[src/rtl/ex_mem_pipe.sv]
// EX/MEM pipeline register with stall/flush handling, a HALT sequencer,
// load-use hazard detection and an ALU-result forwarding enable.
module ex_mem_pipe #(
  parameter int unsigned DW = 16
) (
  input  logic          clk,
  input  logic          rst,
  input  logic          Stall,
  input  logic          Flush,
  input  logic          ex_Valid,
  input  logic          ex_Halt,
  input  logic [1:0]    ex_MemRW,
  input  logic [DW-1:0] ex_ALUOut,
  input  logic [DW-1:0] ex_Rt,
  input  logic [3:0]    ex_BrchCtrl,
  input  logic          ex_SF,
  input  logic          ex_ZF,
  input  logic          ex_OF,
  input  logic          ex_CF,
  input  logic          ex_RegWrEn,
  input  logic [2:0]    ex_WrReg,
  input  logic [2:0]    id_Rs,
  input  logic [2:0]    id_Rt,
  input  logic          id_RsUsed,
  input  logic          id_RtUsed,
  output logic          m_Valid,
  output logic          m_Halt,
  output logic [1:0]    m_MemRW,
  output logic [DW-1:0] m_ALUOut,
  output logic [DW-1:0] m_Rt,
  output logic [3:0]    m_BrchCtrl,
  output logic          m_SF,
  output logic          m_ZF,
  output logic          m_OF,
  output logic          m_CF,
  output logic          m_RegWrEn,
  output logic [2:0]    m_WrReg,
  output logic          LoadUseHaz,
  output logic          FwdEn,
  output logic          Frozen
);

  typedef enum logic [1:0] {
    S_RUN    = 2'd0,
    S_HALT1  = 2'd1,
    S_HALTED = 2'd2
  } state_t;

  typedef struct packed {
    logic          valid;
    logic          halt;
    logic [1:0]    memrw;
    logic [DW-1:0] alu;
    logic [DW-1:0] rt;
    logic [3:0]    brch;
    logic          sf;
    logic          zf;
    logic          of;
    logic          cf;
    logic          regwren;
    logic [2:0]    wrreg;
  } mstage_t;

  state_t  r_state, w_state_nxt;
  mstage_t r_m, w_m_nxt, w_cap;

  // Captured slot: data passes raw, control bits only survive for real instructions.
  always_comb begin
    w_cap         = '0;
    w_cap.valid   = ex_Valid;
    w_cap.halt    = ex_Valid & ex_Halt;
    w_cap.memrw   = ex_Valid ? ex_MemRW : 2'b00;
    w_cap.alu     = ex_ALUOut;
    w_cap.rt      = ex_Rt;
    w_cap.brch    = ex_Valid ? ex_BrchCtrl : 4'h0;
    w_cap.sf      = ex_SF;
    w_cap.zf      = ex_ZF;
    w_cap.of      = ex_OF;
    w_cap.cf      = ex_CF;
    w_cap.regwren = ex_Valid & ex_RegWrEn;
    w_cap.wrreg   = ex_WrReg;
  end

  // Next-state and next-slot: Flush > Stall > capture while running; bubbles once halting.
  always_comb begin
    w_state_nxt = r_state;
    w_m_nxt     = r_m;
    case (r_state)
      S_RUN: begin
        if (Flush) begin
          w_m_nxt = '0;
        end else if (!Stall) begin
          w_m_nxt = w_cap;
          if (ex_Valid && ex_Halt) w_state_nxt = S_HALT1;
        end
      end
      S_HALT1: begin
        w_m_nxt     = '0;
        w_state_nxt = S_HALTED;
      end
      S_HALTED: w_m_nxt = '0;
      default: begin
        w_m_nxt     = '0;
        w_state_nxt = S_RUN;
      end
    endcase
  end

  always_ff @(posedge clk or negedge rst) begin
    if (!rst) begin
      r_state <= S_RUN;
      r_m     <= '0;
    end else begin
      r_state <= w_state_nxt;
      r_m     <= w_m_nxt;
    end
  end

  assign m_Valid    = r_m.valid;
  assign m_Halt     = r_m.halt;
  assign m_MemRW    = r_m.memrw;
  assign m_ALUOut   = r_m.alu;
  assign m_Rt       = r_m.rt;
  assign m_BrchCtrl = r_m.brch;
  assign m_SF       = r_m.sf;
  assign m_ZF       = r_m.zf;
  assign m_OF       = r_m.of;
  assign m_CF       = r_m.cf;
  assign m_RegWrEn  = r_m.regwren;
  assign m_WrReg    = r_m.wrreg;

  // A pure load (read without write) in MEM cannot forward until it returns.
  assign LoadUseHaz = r_m.valid & r_m.memrw[1] & ~r_m.memrw[0] & r_m.regwren &
                      ((id_RsUsed & (id_Rs == r_m.wrreg)) |
                       (id_RtUsed & (id_Rt == r_m.wrreg)));
  assign FwdEn      = r_m.valid & r_m.regwren & ~r_m.memrw[1];
  assign Frozen     = (r_state != S_RUN);

endmodule

[config.mk]
export PLATFORM = sky130hd
export DESIGN_NAME = ex_mem_pipe
export DESIGN_NICKNAME = d
export VERILOG_FILES = /design/src/rtl/ex_mem_pipe.sv
export SDC_FILE = /design/constraint.sdc
export NUM_CORES = 1
export LEC_CHECK = 0
export ABC_AREA = 0
export ABC_CLOCK_PERIOD_IN_PS = 1700
export CORE_AREA = 2 2 67 85
export CTS_CLUSTER_SIZE = 12
export DETAILED_ROUTE_END_ITERATION = 12
export DIE_AREA = 0 0 69 87
export HOLD_SLACK_MARGIN = 0.06
export PLACE_DENSITY = 0.81
export SETUP_SLACK_MARGIN = 0.3
export SLEW_MARGIN = 20
export SYNTH_ARGS = -nofsm -noshare
export SYNTH_HDL_FRONTEND = slang
export SYNTH_SLANG_ARGS = --single-unit
[constraint.sdc]
create_clock -name clk -period 1.7 [get_ports clk]
set_input_delay 0.255 -clock clk [delete_from_list [all_inputs] [get_ports clk]]
set_output_delay 0.255 -clock clk [all_outputs]
set_load 0.005 [all_outputs]
-- After elaboration in Yosys (flattened, before gate mapping)
Cells that the tools add are included.
- equality and inequality tests: 8
- reduce and logical (&&, ||, !) cells: 4
- mux-type cells: 9
- bitwise operators: 14
- operator list (kind ; number):
    two-way mux 48 bit ; 3
    AND 1 bit ; 10
    two-way mux 2 bit ; 4
    == test 3 bit ; 2
    inequality test 2 bit, second input constant ; 3
    case mux 2 bit (3 select lines) ; 1
    two-way mux 4 bit ; 1
    AND reduction 4 bit ; 1
    inequality test 3 bit, second input constant ; 1
    NOT 1 bit ; 3
    == test 2 x 1 -> 1 bit, second input constant ; 1
    == test 2 bit, second input constant ; 1
    logical NOT 2 bit ; 1
    nonzero test 2 bit ; 1
    logical AND 1 bit ; 1
    bitwise OR 1 bit ; 1
- bits in registers: 50

-- Logic depth before layout (Yosys ltp)
- depth in word-level cells: 5
- gate-level depth with buffers: 5

-- Least setup slack after synthesis
Ideal clock, no wire load.
- path kind: register to output
- start: reg r_m (netlist bit m_WrReg[0])
- end: out LoadUseHaz
- required time: 1.445 ns
- data arrival time: 1.142 ns
- path slack: 0.303 ns
- cell stages (with the launch flop): 4
- buffers on the path: 0
- cell sequence: dfrtp_1 -> xnor2_1 -> nand4_1 -> a2111oi_0
- longest elaborated chain between the ends: 4
- elaborated cells on any way between the ends: 6
- those cells by class: eq/ne (2); bitwise (4)
- ends and longest elaborated chain (element ; line ; RTL):
    from (decl) ; 65 ; mstage_t r_m, w_m_nxt, w_cap;
    from (signal assigned) ; 115 ; r_m <= w_m_nxt;
    == test 3 bit, on equally long branches ; 134, 135 ;
    AND 1 bit, on equally long branches ; 134, 135 ;
    bitwise OR 1 bit (*) ; 134 ; ((id_RsUsed & (id_Rs == r_m.wrreg)) |
    AND 1 bit (*) ; 133 ; assign LoadUseHaz = r_m.valid & r_m.memrw[1] & ~r_m.memrw[0] & r_m.regwren &
    to (decl) ; 38 ; output logic LoadUseHaz,
Mark *: on every way between the ends. The rest lies on a longest branch, timed or not.

-- Worst setup path after layout
- start: reg r_m (netlist bit m_WrReg[1])
- end: out LoadUseHaz
Same word-level chain as after synthesis.

==> results.toml <==
[sta]
period_needed_ns = 1.88
setup_viol = 1
hold_violations = 0
slew_violations = 0
max-slew-margin-rel_pct = 79.8
rsz0062_at_grt = "true"
tns_ns = -0.178
min_period_over_period_pct = 110
worst_slew_pin_slew_ns = 0.301
timing.final.ws_setup_ns = -0.178
fmax_mhz = 533
skew_ns = 0.00455

[cells_and_area]
fin_area_sq_um = 3470
multiInputGateArea_sq_um = 598
area_growth_pct = 85.4
drive_above_1_share_pct = 19.1
fill_cells = 403
post-route-util_pct = 66.0
regArea_sq_um = 1250
nets = 326
antennaDiodeCount = 0

[global_route]
grt_pass1_wl_um = 7850
antenna_found_initial = 0
grt.overflow.total = 0
grt_pass1_vias = 1622
grt_max_degree = 51
grtUsageTotal_pct = 16.4

[worst_setup_path]
worstPathMaxFanout = 3
r2r_cells = 5
crit_type = "flip-flop to primary output"
worstSetupStartpointType = "flip-flop"
cp_data_arrival_time_ns = 1.62
end_kind = "primary output"
worstPathRequired_ns = 1.44

[place]
dp_hpwl_um = 3500
numPortBuffers = 110
pre_cts_slack_ns = -0.700
gp_congestion = 0.765
dpl-instance-area_sq_um = 3110

[clock_network]
cts_tree = "yes"
cts_inserted_buffers = 5
root_buffer = "clkbuf_8"
clock_path_buffers = 2
clk_latency_ns = 0.29
htreeDepth = 2
clk_pin_slew_ns = 0.09
cts_sinks = 50

[logic_synthesis]
synth_area_sq_um = 1870
ys_ff_latch = 50
syn_inst = 126
synth_cell_type_count = 19
yosysWarnings = 0
avgSynthCellArea_sq_um = 14.9
syn_nets = 186
synth-seq-area-share_pct = 66.8

[status]
violations = "setup timing"
status = "complete, but fails checks"

[floorplanning]
die_y_um = 87
num_rows = 30
die-width_um = 69
die-area_sq_um = 6000
start_util_pct = 35.6
ios = 111
core_area_sq_um = 5260

[routing]
drtAntennaViolNets = 0
wl_per_cell_um = 17.3
vias_per_cell = 5.01
vias = 1658
drtPass1Iterations = 4
drc_errors = 0
drtIter0Drc = 105
wl_um = 5740

[pwr]
p_leak_uw = 0.00180
power.density_nw_per_um2 = 898
peakVddDrop_mv = 0.527

[hold_path]
hp-class = "primary input to async pin"

[run]
drv_cap = 0
cell usage after synthesis:
library cell,number,area [sq um]
or2_1,1,6.26
a2111oi_0,1,8.76
nand2_1,1,3.75
buf_2,4,20.0
a21o_1,2,15.0
buf_6,2,22.5
dfrtp_1,50,1250
clkbuf_1,2,7.51
and3_1,1,6.26
nor4_2,1,12.5
nand4_1,2,12.5
buf_4,2,15.0
a22o_1,46,403
xnor2_1,6,52.6
inv_1,1,3.75
and2_1,1,6.26
nor3b_2,1,12.5
xor2_1,1,8.76
nor2_1,1,3.75
layout by cell type, fill, tap and decap left out:
master / n
a2111oi_4: 1
a21o_1: 2
a22o_1: 46
and2_4: 1
and3_1: 1
buf_12: 4
buf_2: 3
buf_4: 16
buf_6: 7
buf_8: 1
clkbuf_16: 4
clkbuf_2: 1
clkbuf_8: 8
clkdlybuf4s50_1: 59
dfrtp_1: 49
dfrtp_2: 1
dlygate4sd2_1: 47
dlygate4sd3_1: 1
inv_1: 1
nand2_1: 1
nand4_1: 2
nor2_1: 1
nor3b_4: 1
nor4_4: 1
or2_4: 1
xnor2_1: 5
xnor2_2: 1
xor2_1: 1
stage by stage:
stage	hold WS, ns	std cells	total power [uW]
after floorplan	-0.0406	126	1690
after global placement	0.264	301	2200
after detailed placement	0.267	301	2210
after CTS	0.485	319	2970
after global routing	0.510	331	3270
final	0.482	331	3120
layer usage:
layer	share of wire [%]	global-route usage (%)	wire, um	vias up
met2	53	28.9	3070	70
met4	0.56	4.28	32	0
met1	39	19.7	2240	824
met5	0	0	0	-
li1	-	-	-	759
met3	6.9	4.86	394	5
worst paths after layout:
check | startpoint | to | slack (ns)
setup / recovery | m_WrReg[1] | LoadUseHaz | -0.18
hold / removal | rst | m_RegWrEn | 0.48
setup reg to reg | r_state[0] | m_ALUOut[11] | 0.29
hold reg to reg | m_Halt | m_Halt | 0.48
max in group asynchronous | rst | m_WrReg[2] | 0.98
min in group clk | m_Halt | m_Halt | 0.48
area by class of cell:
type	count	area share, %
Sequential cell	50	36.1
Tap cell	64	2.31
Inverter	1	0.108
Clock buffer	8	3.17
Multi-Input combinational cell	65	17.2
Timing Repair Buffer	143	41.1
cells by family after synthesis:
group | count (synthesis) | synth area share [%]
XOR/XNOR | 7 | 3.28
buffers and inverters | 11 | 3.68
AO/OA/AOI/OAI | 49 | 22.8
flip-flops | 50 | 66.8
AND/OR/NAND/NOR | 9 | 3.41
critical path: stages, from the launching register on:
cell       delay [ns]
dfrtp_1          0.43
xnor2_1          0.19
nand4_1          0.16
a2111oi_4        0.38
buf_2            0.17
sequential cells by signal, summed over array words and instances (netlist names):
name,count
m_ALUOut,16
m_Rt,16
m_BrchCtrl,4
m_WrReg,3
m_MemRW,2
r_state,2
m_CF,1
m_Halt,1
m_OF,1
m_RegWrEn,1
m_SF,1
m_Valid,1
m_ZF,1
power breakdown:
group / leakage [uW] / switching [uW] / total, uW / internal, uW
registers: 0.000680 / 76.3 / 1390 / 1320
clock network: 0.0000575 / 367 / 778 / 411
logic: 0.00106 / 363 / 946 / 583
repair_timing:
action | CTS | global route
cloned | 0 | 6
pin swaps | 3 | 13
setup buffers | 9 | 6
endpoints found under the hold margin | 50 | 0
hold buffers | 1 | 0
gates resized for setup | 64 | 12
setup endpoints to repair | 98 | 44
No activity file was read; power rests on OpenSTA's default activity.
